<file path="src/rtl/adec_ws.sv">
// Address decoder with prioritised chip-select regions, per-region wait states
// and a writable bank register that maps a 16-bit CPU window into physical space.
module adec_ws #(
    parameter int                       NCS           = 5,
    parameter int                       ADDR_W        = 16,
    parameter int                       BANK_W        = 3,
    parameter logic [NCS*ADDR_W-1:0]    REGION_BASE   = {16'h0000, 16'hDC20, 16'hDC10, 16'hDC00, 16'hD400},
    parameter logic [NCS*ADDR_W-1:0]    REGION_MASK   = {16'h0000, 16'hFFF0, 16'hFFF0, 16'hFC00, 16'hFC00},
    parameter logic [NCS*4-1:0]         REGION_WS     = {4'd0, 4'd2, 4'd1, 4'd1, 4'd0},
    parameter logic [ADDR_W-1:0]        BANK_REG_ADDR = 16'hDF00,
    parameter logic [ADDR_W-1:0]        WIN_BASE      = 16'h8000,
    parameter logic [ADDR_W-1:0]        WIN_MASK      = 16'hC000
) (
    input  logic                       clock,
    input  logic                       reset_n,
    input  logic [ADDR_W-1:0]          addr,
    input  logic                       rw,
    input  logic                       cycle_start,
    input  logic [7:0]                 data_in,
    output logic [NCS-1:0]             cs_n,
    output logic                       rdy,
    output logic [ADDR_W+BANK_W-1:0]   phys_addr,
    output logic [BANK_W-1:0]          bank
);

    localparam int IDX_W = (NCS > 1) ? $clog2(NCS) : 1;

    typedef enum logic [1:0] {IDLE, WAIT, ACCESS} state_t;

    state_t                     state_q, state_d;
    logic [3:0]                 cnt_q, cnt_d;
    logic                       sel_vld_q, sel_vld_d;
    logic [IDX_W-1:0]           sel_idx_q, sel_idx_d;
    logic                       hit_q, hit_d;
    logic                       rw_q, rw_d;
    logic [ADDR_W+BANK_W-1:0]   phys_d;
    logic [BANK_W-1:0]          bank_d;
    logic [NCS-1:0]             cs_n_d;
    logic                       rdy_d;

    logic                       match_vld;
    logic [IDX_W-1:0]           match_idx;
    logic [3:0]                 match_ws;
    logic                       bank_hit;

    // Walk from the top index down so the lowest matching region is the one kept.
    always_comb begin
        match_vld = 1'b0;
        match_idx = '0;
        match_ws  = '0;
        for (int i = NCS - 1; i >= 0; i--) begin
            if ((addr & REGION_MASK[i*ADDR_W +: ADDR_W]) == REGION_BASE[i*ADDR_W +: ADDR_W]) begin
                match_vld = 1'b1;
                match_idx = IDX_W'(i);
                match_ws  = REGION_WS[i*4 +: 4];
            end
        end
        bank_hit = (addr == BANK_REG_ADDR);
        if (bank_hit) begin
            match_vld = 1'b0;
            match_ws  = '0;
        end
    end

    always_comb begin
        state_d   = state_q;
        cnt_d     = cnt_q;
        sel_vld_d = sel_vld_q;
        sel_idx_d = sel_idx_q;
        hit_d     = hit_q;
        rw_d      = rw_q;
        phys_d    = phys_addr;
        bank_d    = bank;

        case (state_q)
            WAIT: begin
                if (cnt_q == 4'd1) begin
                    state_d = ACCESS;
                    cnt_d   = '0;
                end else begin
                    cnt_d = cnt_q - 4'd1;
                end
            end
            default: begin
                // ACCESS behaves like IDLE for decode, which gives back-to-back cycles.
                if (state_q == ACCESS && hit_q && !rw_q) begin
                    bank_d = data_in[BANK_W-1:0];
                end
                if (cycle_start) begin
                    sel_vld_d = match_vld;
                    sel_idx_d = match_idx;
                    hit_d     = bank_hit;
                    rw_d      = rw;
                    phys_d    = ((addr & WIN_MASK) == WIN_BASE) ? {bank, addr} : {BANK_W'(0), addr};
                    if (match_ws != 4'd0) begin
                        state_d = WAIT;
                        cnt_d   = match_ws;
                    end else begin
                        state_d = ACCESS;
                        cnt_d   = '0;
                    end
                end else begin
                    state_d   = IDLE;
                    sel_vld_d = 1'b0;
                    hit_d     = 1'b0;
                end
            end
        endcase

        cs_n_d = '1;
        if (state_d != IDLE && sel_vld_d) begin
            cs_n_d[sel_idx_d] = 1'b0;
        end
        rdy_d = (state_d != WAIT);
    end

    // Control and output registers: outputs are registered from the next-state view.
    always_ff @(posedge clock or negedge reset_n) begin
        if (!reset_n) begin
            state_q   <= IDLE;
            cnt_q     <= '0;
            sel_vld_q <= 1'b0;
            hit_q     <= 1'b0;
            cs_n      <= '1;
            rdy       <= 1'b1;
            phys_addr <= '0;
            bank      <= '0;
        end else begin
            state_q   <= state_d;
            cnt_q     <= cnt_d;
            sel_vld_q <= sel_vld_d;
            hit_q     <= hit_d;
            cs_n      <= cs_n_d;
            rdy       <= rdy_d;
            phys_addr <= phys_d;
            bank      <= bank_d;
        end
    end

    // Only consulted while sel_vld_q/hit_q qualify them, so no reset needed.
    always_ff @(posedge clock) begin
        sel_idx_q <= sel_idx_d;
        rw_q      <= rw_d;
    end

endmodule

</file>
<file path="config.mk">
export PLATFORM = sky130hd
export DESIGN_NAME = adec_ws
export DESIGN_NICKNAME = d
export VERILOG_FILES = /design/src/rtl/adec_ws.sv
export SDC_FILE = /design/constraint.sdc
export NUM_CORES = 1
export LEC_CHECK = 0
export BUFFER_PORTS_ARGS = -buffer_cell sky130_fd_sc_hd__buf_2
export CAP_MARGIN = 30
export CORE_ASPECT_RATIO = 1.4
export CORE_MARGIN = 1.5
export CORE_UTILIZATION = 46
export CTS_BUF_LIST = sky130_fd_sc_hd__clkbuf_8
export CTS_CLUSTER_DIAMETER = 60
export CTS_CLUSTER_SIZE = 12
export DETAILED_ROUTE_END_ITERATION = 8
export PLACE_DENSITY = 0.83
export RECOVER_POWER = 100
export SKIP_LAST_GASP = 1
export SYNTH_ARGS = -nofsm -noshare
export SYNTH_HDL_FRONTEND = slang
export SYNTH_SLANG_ARGS = --single-unit
export TNS_END_PERCENT = 100
</file>
<file path="constraint.sdc">
create_clock -name clock -period 1.3 [get_ports clock]
set_input_delay 0.13 -clock clock [delete_from_list [all_inputs] [get_ports clock]]
set_output_delay 0.13 -clock clock [all_outputs]
set_load 0.05 [all_outputs]
</file>
# Yosys cells after proc, flatten, opt, wreduce, memory -nomap -nowiden
# Cells that the tools add are included.
[classes]
shifts = 0
muxes = 27
n_mul = 0
div = 0
bitwise_logic = 2
addsub = 1
eq_ne = 10
n_reduce_logical = 10
n_lt_le_gt_ge = 2
[ops]
columns = ["cell", "count"]
rows = [
  ["$mux W4", 8],
  ["$eq A12 B12 Y1 const B", 2],
  ["$mux W19", 1],
  ["$mux W3", 6],
  ["$eq A16 B16 Y1 const B", 1],
  ["$eq A6 B6 Y1 const B", 2],
  ["$mux W2", 5],
  ["$mux W1", 5],
  ["$mux W5", 1],
  ["$not A5 Y5", 1],
  ["$eq A2 B2 Y1 const B", 2],
  ["$eq A4 B1 Y1 const B", 1],
  ["$logic_and A1 B1 Y1", 4],
  ["$lt A3 B4 Y1 const B", 1],
  ["$reduce_and A2 Y1", 2],
  ["$reduce_bool A2 Y1", 2],
  ["$reduce_bool A4 Y1", 1],
  ["$sub A4 B1 Y4 const B", 1],
  ["$demux W1 S3", 1],
  ["$ge A3 B1 Y1 const B", 1],
  ["$eq A2 B1 Y1 const B", 1],
  ["$ne A2 B1 Y1 const B", 1],
  ["$logic_not A1 Y1", 1],
  ["$not A1 Y1", 1],
]
[word_totals]
latchBits = 0
ram_bits = 0
memories = 0
reg_bits = 40
input_bits = 28
rom_bits = 0

# Depth between registers and ports, before layout
# Gate-level depths: netlist of the first run.
[depth]
word_depth = 13
depth_mapped = 6
mapped_depth_nobuf = 5

# Worst setup path after synthesis of the first run
# OpenSTA, ideal clock, no wires.
[synth_timing]
path_kind = "flip-flop to flip-flop"
from = "reg state_q[0]"
to = "reg bank[0]"
path_slack_ns = 0.137
arrival_ns = 1.038
t_required_ns = 1.175
path_stages_with_launch = 3
synth_period_minus_slack_ns = 1.163
path_cell_list = "dfrtp_1 and4bb_2 mux2_2"
[synth_between]
elab_chain_cells = 4
word_cells_on_any_way = 6
classes_between = "eq/ne (2); bitwise (1); reduce/logical (3)"
[synth_rtl]
columns = ["element", "line", "text"]
rows = [
  ["start: declaration", "30", "state_t state_q, state_d;"],
  ["start signal: assignment", "129", "state_q <= state_d;"],
  ["$eq A2 B2 Y1", "86", "if (state_q == ACCESS && hit_q && !rw_q) begin"],
  ["$logic_and A1 B1 Y1 (2 in a row)", "86", ""],
  ["$reduce_and A2 Y1 (no line) (*)", "--", ""],
  ["end signal: assignment", "136", "bank <= bank_d;"],
  ["end: declaration", "23", "output logic [BANK_W-1:0] bank"],
]
# Mark *: on every way between the ends. The rest lies on a longest branch, timed or not.
# A chain may end at the register's enable or synchronous reset.

# Final worst setup path of the first run
[layout_timing]
from = "reg state_q[0]"
to = "reg bank[2]"
# The elaborated chain is that of the path after synthesis.

==> results of run 1 <==
## final timing paths
path / cells past startpoint / slack, ns / startpoint / to
min reg2reg: 1 / 0.46 / sel_idx_q[2]$_DFF_P_ / cs_n[4]$_DFF_PN1_
max: 2 / 0.04 / state_q[0]$_DFF_PN0_ / bank[2]$_DFFE_PN0P_
min: 1 / 0.02 / rw / rw_q$_DFFE_PP_
min in group asynchronous: 2 / 0.32 / reset_n / sel_vld_q$_DFF_PN0_
max in group asynchronous: 3 / 0.25 / reset_n / phys_addr[8]$_DFFE_PN0P_
max reg2reg: 2 / 0.04 / state_q[0]$_DFF_PN0_ / bank[2]$_DFFE_PN0P_
## cells in the mapped netlist (all sizes together) (2+ instances only)
cell and n:
nand2 64, dfrtp 30, nor2 11, o21ai 7, dfstp 6, buf 4, inv 4, nand3 4
dfxtp 3, mux2 3, nand2b 3, nand4 3, a21oi 2, and3 2, ha 2, nor2b 2
nor3 2, nor4 2
## area by class of cell
class,instances,share of cell area
clock inverters,1,0.0142
repair buffers,59,0.153
inverters,4,0.00825
well taps,40,0.0236
clock buffers,7,0.0454
multi-input cells,116,0.285
flip-flops and latches,40,0.471
## power groups by stage
stage	Combinational, mW	Clock, mW	Sequential [mW]
2_1_floorplan	0.0922	0	1.55
3_5_place_dp	0.440	0	1.36
3_3_place_gp	0.433	0	1.36
6_report	0.434	1.10	1.34
5_1_grt	0.469	1.17	1.35
4_1_cts	0.443	1.11	1.34
## per-layer routing
layer | part of all wire | track usage
met2 | 0.53 | 0.351
met5 | 0 | 0
met3 | 0.043 | 0.0569
met4 | 0.023 | 0.0997
met1 | 0.40 | 0.226
## critical path: stages, from the launching register on
cell and delay (ns):
dfrtp_1 0.42, and4bb_1 0.36, mux2_2 0.36
## registers in the layout (all words and copies together) (netlist names), 2 cells and up
name       cells
state_q        2
cs_n           5
phys_addr     19
cnt_q          4
sel_idx_q      3
bank           3
## kinds of logic after synthesis
kind of cell / share of synthesized area
and+or+nand+nor: 0.272
DFF: 0.609
AOI/OAI and AO/OA: 0.0511
buffers and inverters: 0.0206
muxes: 0.0267
adders and majority gates: 0.0153
xor gates and xnor gates: 0.00534
## what timing repair did
item	in CTS	in global routing
hold endpoints to repair	12	0
setup endpoints to repair	0	3
hold buffers	1	0
setup buffers	0	0
resized for setup	0	2
==> out/results.ini, run 1 <==
[logic_synthesis]
synth-seq-cells=40
avgSynthCellArea_um2=10.0
synth-async-reset-ratio=0.900
seq_area_frac_synth=0.609
yosysWarnings=0
ys.flop_type=dfrtp_1
synth_nets=194
synthDistinctLibCells=36
post-synth-top-area-cell=dfrtp_1
synth_edf_count=1
synthTopCellsByArea=dfrtp_1 (46%), nand2_1 (14%), dfstp_2 (9.6%)
netlist.area_leader.share=0.458
netlist_area_mm2=0.00164
synth_cells=164

[pwr]
p_leak_nw=1.12
finalPower_mw=2.88
powerDensity_mw_per_mm2=1360
vdd_drop_max_mv=1.09
p_clk_frac=0.382
p_switching_mw=0.778
netSwitchingFraction=0.270
comb_power_share=0.151
p_int_mw=2.10
seqPwrFrac=0.467

[grt]
grt_max_degree=25
grt_overflow=0
antenna_found_initial=0
groute.usage.overall=0.204
grt_pass1_vias=1303
grt_pass1_wl_um=5660

[min_path]
min_path_type=in2reg

[detailed_routing]
ant_nets=0
drt-total-wl_um=3500
drt-pass1-iter-count=4
drcViolationCount=0
avgViaCountPerCell=4.99
avgRoutedWirePerCell_um=13.1
drtIter0Drc=17
routed-via-count=1331

[sta]
fin_tns_setup_ns=0
relSlewSlack=0.676
hold_viol=0
rsz0062_at_grt=false
worst_pin_slew_ns=0.486
whs_ns=0.0172
min_period_ns=1.26
period_share=0.968
drv_slew=0
setup_viol=0
max_freq_mhz=795
skew_ns=0.00297
worst_slack_ns=0.0419

[clocking]
root_buffer=clkbuf_8
clk_pin_slew_worst_paths_ns=0.07
cts_max_level=2
cts_max_path_buffers=2
cts_sinks=40
cts_tree=yes
numCtsBuffers=5
worst_skew_pair.late_latency_ns=0.29

[placed_design]
preCtsSetupSlack_ns=0.0827
post_dp_cell_area_mm2=0.00199
post-dp-hpwl_um=2550
gp_congestion=0.811
io_buffers=50
place_inst=258

[die]
coreArea_mm2=0.00338
fp-row-count=25
die-area_mm2=0.00394
ioPinCount=56
start_util=0.486
die_h_um=73.7
fp.dieW_um=53.5

[layout]
syn2layout_area_growth_pct=29.4
fin_util=0.628
multi_input_area_um2=606
fin_nets=256
layout_common_cells=nand2_1 (63), clkbuf_2 (31), dfrtp_1 (30), buf_2 (21), nor2_1 (10)
fillers=296
fin_area_mm2=0.00212
fin_cells=267
regArea_um2=998
drive_gt1_frac=0.361
final_common_cell=nand2_1
antenna_cells=0

[worst_setup_path]
criticalPathCategory=reg2reg
worst-path-max-fanout=3
worst_setup_path_start_kind=register
cp.arrival_ns=1.43
end_kind=register
critPathRequiredTime_ns=1.48

[job]
maxCapViolCount=0

[run_status]
status=complete, no violations

Note: power is estimated with default switching activity, not from simulation.
==> run 2, diff against run 1 <==
CORE_UTILIZATION = 44   (was 46)
CTS_BUF_LIST = not set   (was sky130_fd_sc_hd__clkbuf_8)
PLACE_DENSITY = 0.8   (was 0.83)
REMOVE_ABC_BUFFERS = 1   (was not set)
==> out/results.ini, run 2 (same netlist as run 1, synthesis figures left out) <==
[placed_design]
place_inst=261  ; +1.2%
gp_congestion=0.830  ; +2.3%
post_dp_cell_area_mm2=0.00200  ; +0.50%
preCtsSetupSlack_ns=0.0487  ; -0.0340 ns
io_buffers=50  ; unchanged
post-dp-hpwl_um=2510  ; -1.4%

[layout]
drive_gt1_frac=0.362  ; +0.00121
regMostFlops=phys_addr
antenna_cells=0  ; unchanged
fillers=314  ; +6.1%
largest_reg_flops=19  ; unchanged
regArea_um2=998  ; unchanged
fin_nets=258  ; +0.78%
final_common_cell=nand2_1
fin_cells=271  ; +1.5%
multi_input_area_um2=609  ; +0.62%
fin_area_mm2=0.00215  ; +1.1%
layout_common_cells=nand2_1 (63), dfrtp_1 (30), clkbuf_2 (30), buf_2 (22), nor2_1 (11)
reg_top3=phys_addr x19, cs_n x5, cnt_q x4
syn2layout_area_growth_pct=30.8

[sta]
skew_ns=0.00565  ; +0.00268 ns
min_period_ns=1.23  ; -0.0267 ns
period_share=0.947  ; -0.0205
drv_slew=0  ; unchanged
worst_slack_ns=0.0686  ; +0.0267 ns
hold_viol=0  ; unchanged
setup_viol=0  ; unchanged
fin_tns_setup_ns=0  ; unchanged
rsz0062_at_grt=false
max_freq_mhz=812  ; +2.2%
worst_pin_slew_ns=0.476  ; -0.00992 ns
relSlewSlack=0.683  ; +0.00661

[worst_setup_path]
r2r-end=bank[2]$_DFFE_PN0P_
r2r_slack_ns=0.07  ; +0.03 ns
critPathCapture=bank[2]$_DFFE_PN0P_
cp.arrival_ns=1.42  ; about the same
worst-path-max-fanout=3  ; unchanged
critPathMaxStageDelay_ns=0.42  ; about the same
end_kind=register
criticalPathCategory=reg2reg
crit_path_cell_trace=and4bb_1 -> mux2_2
critical-path-slowest-cell=dfrtp_1
worstRegToRegCells=2  ; unchanged
r2r-start=state_q[0]$_DFF_PN0_
worst_setup_path_start_kind=register
critPathRequiredTime_ns=1.48  ; about the same
cp-startpoint=state_q[0]$_DFF_PN0_

[clocking]
numCtsBuffers=5  ; unchanged
worst_skew_pair.late_latency_ns=0.29  ; about the same
clk_pin_slew_worst_paths_ns=0.08  ; about the same
root_buffer=clkbuf_8
cts_max_level=2  ; unchanged
cts_max_path_buffers=2  ; unchanged
cts_sinks=40  ; unchanged
cts_tree=yes

[detailed_routing]
drt-total-wl_um=3390  ; -3.2%
avgViaCountPerCell=5.02  ; +0.74%
ant_nets=0  ; unchanged
avgRoutedWirePerCell_um=12.5  ; -4.7%
drt-pass1-iter-count=4  ; unchanged
drcViolationCount=0  ; unchanged
routed-via-count=1361  ; +2.3%
drtIter0Drc=22  ; +5

[pwr]
finalPower_mw=2.88  ; about the same
powerDensity_mw_per_mm2=1340  ; -1.2%
vdd_drop_max_mv=0.900  ; -17%
p_leak_nw=1.13  ; +0.85%

[die]
coreArea_mm2=0.00361  ; +6.9%
fp-row-count=26  ; +4.0%
start_util=0.454  ; -0.0313
ioPinCount=56  ; unchanged
die_h_um=75.2  ; +2.2%
fp.dieW_um=54.6  ; +2.1%
die-area_mm2=0.00411  ; +4.3%

[grt]
groute.usage.overall=0.188  ; -0.0160
grt_max_degree=22  ; -12%
grt_pass1_vias=1252  ; -3.9%
grt_overflow=0  ; unchanged
grt_pass1_wl_um=5480  ; -3.3%
antenna_found_initial=0  ; unchanged

[min_path]
hold_depth=3  ; +2
min_path_type=in2reg

[run_status]
status=complete, no violations

[job]
maxCapViolCount=0  ; unchanged

## run 2: cell types whose count changed in the layout (fill, tap and decap cells not counted), sizes merged
cell,change
dlygate4sd3,+1
buf,+3
clkbuf,-2
## run 2: worst min path at each step
stage / startpoint / endpoint / slack (ns)
floorplan: reset_n / bank[0]$_DFFE_PN0P_ / -0.17
global placement: reset_n / phys_addr[10]$_DFFE_PN0P_ / 0.06
detailed placement: reset_n / phys_addr[10]$_DFFE_PN0P_ / 0.07
CTS: addr[11] / phys_addr[11]$_DFFE_PN0P_ / 0.04
global route: addr[11] / phys_addr[11]$_DFFE_PN0P_ / 0.05
finish: addr[11] / phys_addr[11]$_DFFE_PN0P_ / 0.05
## run 2: cell type report
type | count | share of cell area
tap | 42 | 0.0245
multi-input combinational | 116 | 0.284
sequential | 40 | 0.465
inverter | 4 | 0.00816
clock buffer | 7 | 0.0449
timing repair buffer | 61 | 0.159
clock inverter | 1 | 0.0140
## run 2: what timing repair did
| item | in CTS | in global routing |
|---|---|---|
| setup buffers | 0 | 0 |
| gates resized for setup | 0 | 3 |
| hold buffers | 2 | 0 |
| setup endpoints to repair | 0 | 16 |
| endpoints found under the hold margin | 10 | 0 |
## run 2: worst max-delay path: cells and delay by family (launching register included)
kind,cells,cell delay [ns]
flip-flops,1,0.42
AND/OR/NAND/NOR,1,0.35
multiplexers,1,0.35
## run 2: metrics by stage
| stage | utilization | hold slack (ns) |
|---|---|---|
| after floorplan | - | -0.166 |
| after global placement | 0.555 | 0.0632 |
| after detailed placement | 0.555 | 0.0667 |
| after CTS | 0.596 | 0.0415 |
| after global routing | 0.594 | 0.0549 |
| final | 0.594 | 0.0480 |
## run 2: routing by layer
metal	global-route usage	part of all wire
met5	0	0
met4	0.103	0.021
met3	0.0417	0.039
met2	0.311	0.54
met1	0.222	0.40
## run 2: report_power, final
group	internal [mW]	leakage (nW)	switching (mW)	total, mW
combinational	0.116	0.581	0.323	0.439
clock	0.677	0.0645	0.416	1.09
sequential	1.31	0.481	0.0329	1.34
total	2.10	1.13	0.772	2.88
==> run 3, diff against run 2 <==
PLACE_DENSITY = 0.79   (was 0.8)
==> out/results.ini, run 3 (same netlist as run 1, synthesis figures left out) <==
[run_status]
status=complete, no violations

[worst_setup_path]
r2r-start=state_q[0]$_DFF_PN0_
critical-path-slowest-cell=dfrtp_1
critPathMaxStageDelay_ns=0.42  ; about the same
crit_buf_inv=0  ; unchanged
worst_setup_path_start_kind=register
cp.arrival_ns=1.41  ; about the same
criticalPathCategory=reg2reg
worst-path-max-fanout=3  ; unchanged
critPathRequiredTime_ns=1.47  ; about the same
end_kind=register
worstRegToRegCells=2  ; unchanged
r2r_slack_ns=0.06  ; about the same
crit_path_cell_trace=and4bb_1 -> mux2_2
r2r-end=bank[0]$_DFFE_PN0P_
path_delay_family=flip-flops

[grt]
grt_max_degree=19  ; -14%
grt_pass1_wl_um=5350  ; -2.4%
grt_pass1_vias=1192  ; -4.8%
antenna_found_initial=0  ; unchanged
grt_overflow=0  ; unchanged
groute.usage.overall=0.181  ; -0.00693

[pwr]
seqPwrFrac=0.518  ; +0.051
p_int_mw=1.84  ; -12%
p_leak_nw=1.10  ; -2.5%
finalPower_mw=2.60  ; -9.7%
vdd_drop_max_mv=1.22  ; +35%
comb_power_share=0.166  ; +0.013
netSwitchingFraction=0.290  ; +0.0214
p_switching_mw=0.753  ; -2.5%
powerDensity_mw_per_mm2=1250  ; -6.6%
p_clk_frac=0.316  ; -0.064

[sta]
whs_ns=0.0185  ; -0.0295 ns
worst_slack_ns=0.0623  ; -0.00634 ns
hold_viol=0  ; unchanged
relSlewSlack=0.758  ; +0.0749
period_share=0.952  ; +0.00487
skew_ns=0.00503  ; -0.000617 ns
drv_slew=0  ; unchanged
setup_viol=0  ; unchanged
min_period_ns=1.24  ; +0.00634 ns
fin_tns_setup_ns=0  ; unchanged
max_freq_mhz=808  ; -0.51%
worst_pin_slew_ns=0.363  ; -0.112 ns
rsz0062_at_grt=false

[die]
coreArea_mm2=0.00361  ; unchanged
ioPinCount=56  ; unchanged
start_util=0.454  ; unchanged
die-area_mm2=0.00411  ; unchanged
die_h_um=75.2  ; unchanged
fp.dieW_um=54.6  ; unchanged
fp-row-count=26  ; unchanged

[placed_design]
place_inst=260  ; -0.38%
preCtsSetupSlack_ns=0.0647  ; +0.0161 ns
gp_congestion=0.860  ; +3.7%
post-dp-hpwl_um=2540  ; +1.0%
io_buffers=50  ; unchanged
post_dp_cell_area_mm2=0.00198  ; -1.0%

[detailed_routing]
routed-via-count=1301  ; -4.4%
avgRoutedWirePerCell_um=12.3  ; -1.8%
avgViaCountPerCell=4.84  ; -3.7%
drt-pass1-iter-count=4  ; unchanged
drcViolationCount=0  ; unchanged
ant_nets=0  ; unchanged
drtIter0Drc=8  ; -64%
drt-total-wl_um=3300  ; -2.6%

[clocking]
cts_tree=yes
cts_resized=0  ; unchanged
cts_sinks=40  ; unchanged
clk_pin_slew_worst_paths_ns=0.07  ; about the same
post-cts-setup-buffers=0  ; unchanged
numCtsBuffers=5  ; unchanged
worst_skew_pair.late_latency_ns=0.29  ; about the same
cts_max_path_buffers=2  ; unchanged
root_buffer=clkbuf_8
cts_max_level=2  ; unchanged

[job]
maxCapViolCount=0  ; unchanged

[layout]
largest_reg_flops=19  ; unchanged
layout_common_cells=nand2_1 (63), dfrtp_1 (30), clkbuf_2 (29), buf_2 (22), nor2_1 (11)
fin_nets=256  ; -0.78%
antenna_cells=0  ; unchanged
syn2layout_area_growth_pct=26.5
final_common_cell=nand2_1
regMostFlops=phys_addr
fin_util=0.575  ; -0.0194
drive_gt1_frac=0.357  ; -0.00562
reg_top3=phys_addr x19, cs_n x5, cnt_q x4
fin_area_mm2=0.00208  ; -3.3%
fin_cells=269  ; -0.74%

[min_path]
hold_depth=1  ; -2
hold_start=rw
min_path_type=in2reg
min_to=rw_q$_DFFE_PP_

==> run 3: timing repair <==
action,in CTS,in global routing
hold buffers,1,0
hold endpoints to repair,12,0
setup endpoints to repair,0,0
==> run 3: worst register-to-register path, stage by stage, from the launching register on <==
cell and delay, ns:
dfrtp_1 0.42, and4bb_1 0.35, mux2_2 0.35
==> run 3: worst max path at each step <==
stage,start,to,slack (ns),cells after the start
5_1_grt,state_q[0]$_DFF_PN0_,bank[0]$_DFFE_PN0P_,0.006,2
4_1_cts,state_q[0]$_DFF_PN0_,bank[0]$_DFFE_PN0P_,0.05,2
3_3_place_gp,state_q[0]$_DFF_PN0_,bank[2]$_DFFE_PN0P_,0.10,2
3_5_place_dp,addr[1],sel_vld_q$_DFF_PN0_,0.06,5
2_1_floorplan,state_q[1]$_DFF_PN0_,cs_n[1]$_DFF_PN1_,-0.09,5
6_report,state_q[0]$_DFF_PN0_,bank[0]$_DFFE_PN0P_,0.06,2
==> run 3: layer usage <==
layer / track usage / vias up / routed length [um]
li1: - / 660 / -
met5: 0 / - / 0
met4: 0.0750 / 0 / 56
met1: 0.227 / 603 / 1370
met3: 0.0397 / 5 / 130
met2: 0.298 / 33 / 1740
==> run 3: power groups by stage <==
stage	Combinational [mW]	Sequential (mW)	Clock [mW]
after CTS	0.441	1.34	0.852
after global routing	0.465	1.35	0.885
after detailed placement	0.440	1.36	0
after global placement	0.431	1.36	0
final	0.431	1.34	0.822
after floorplan	0.0871	1.55	0
==> run 3: area by class of cell <==
class,count,area (um^2)
clock buffers,6,82.6
clock inverters,2,10.0
fillers,321,1540
inverters,4,15.0
multi-input cells,116,603
flip-flops and latches,40,998
well taps,42,52.6
repair buffers,59,314
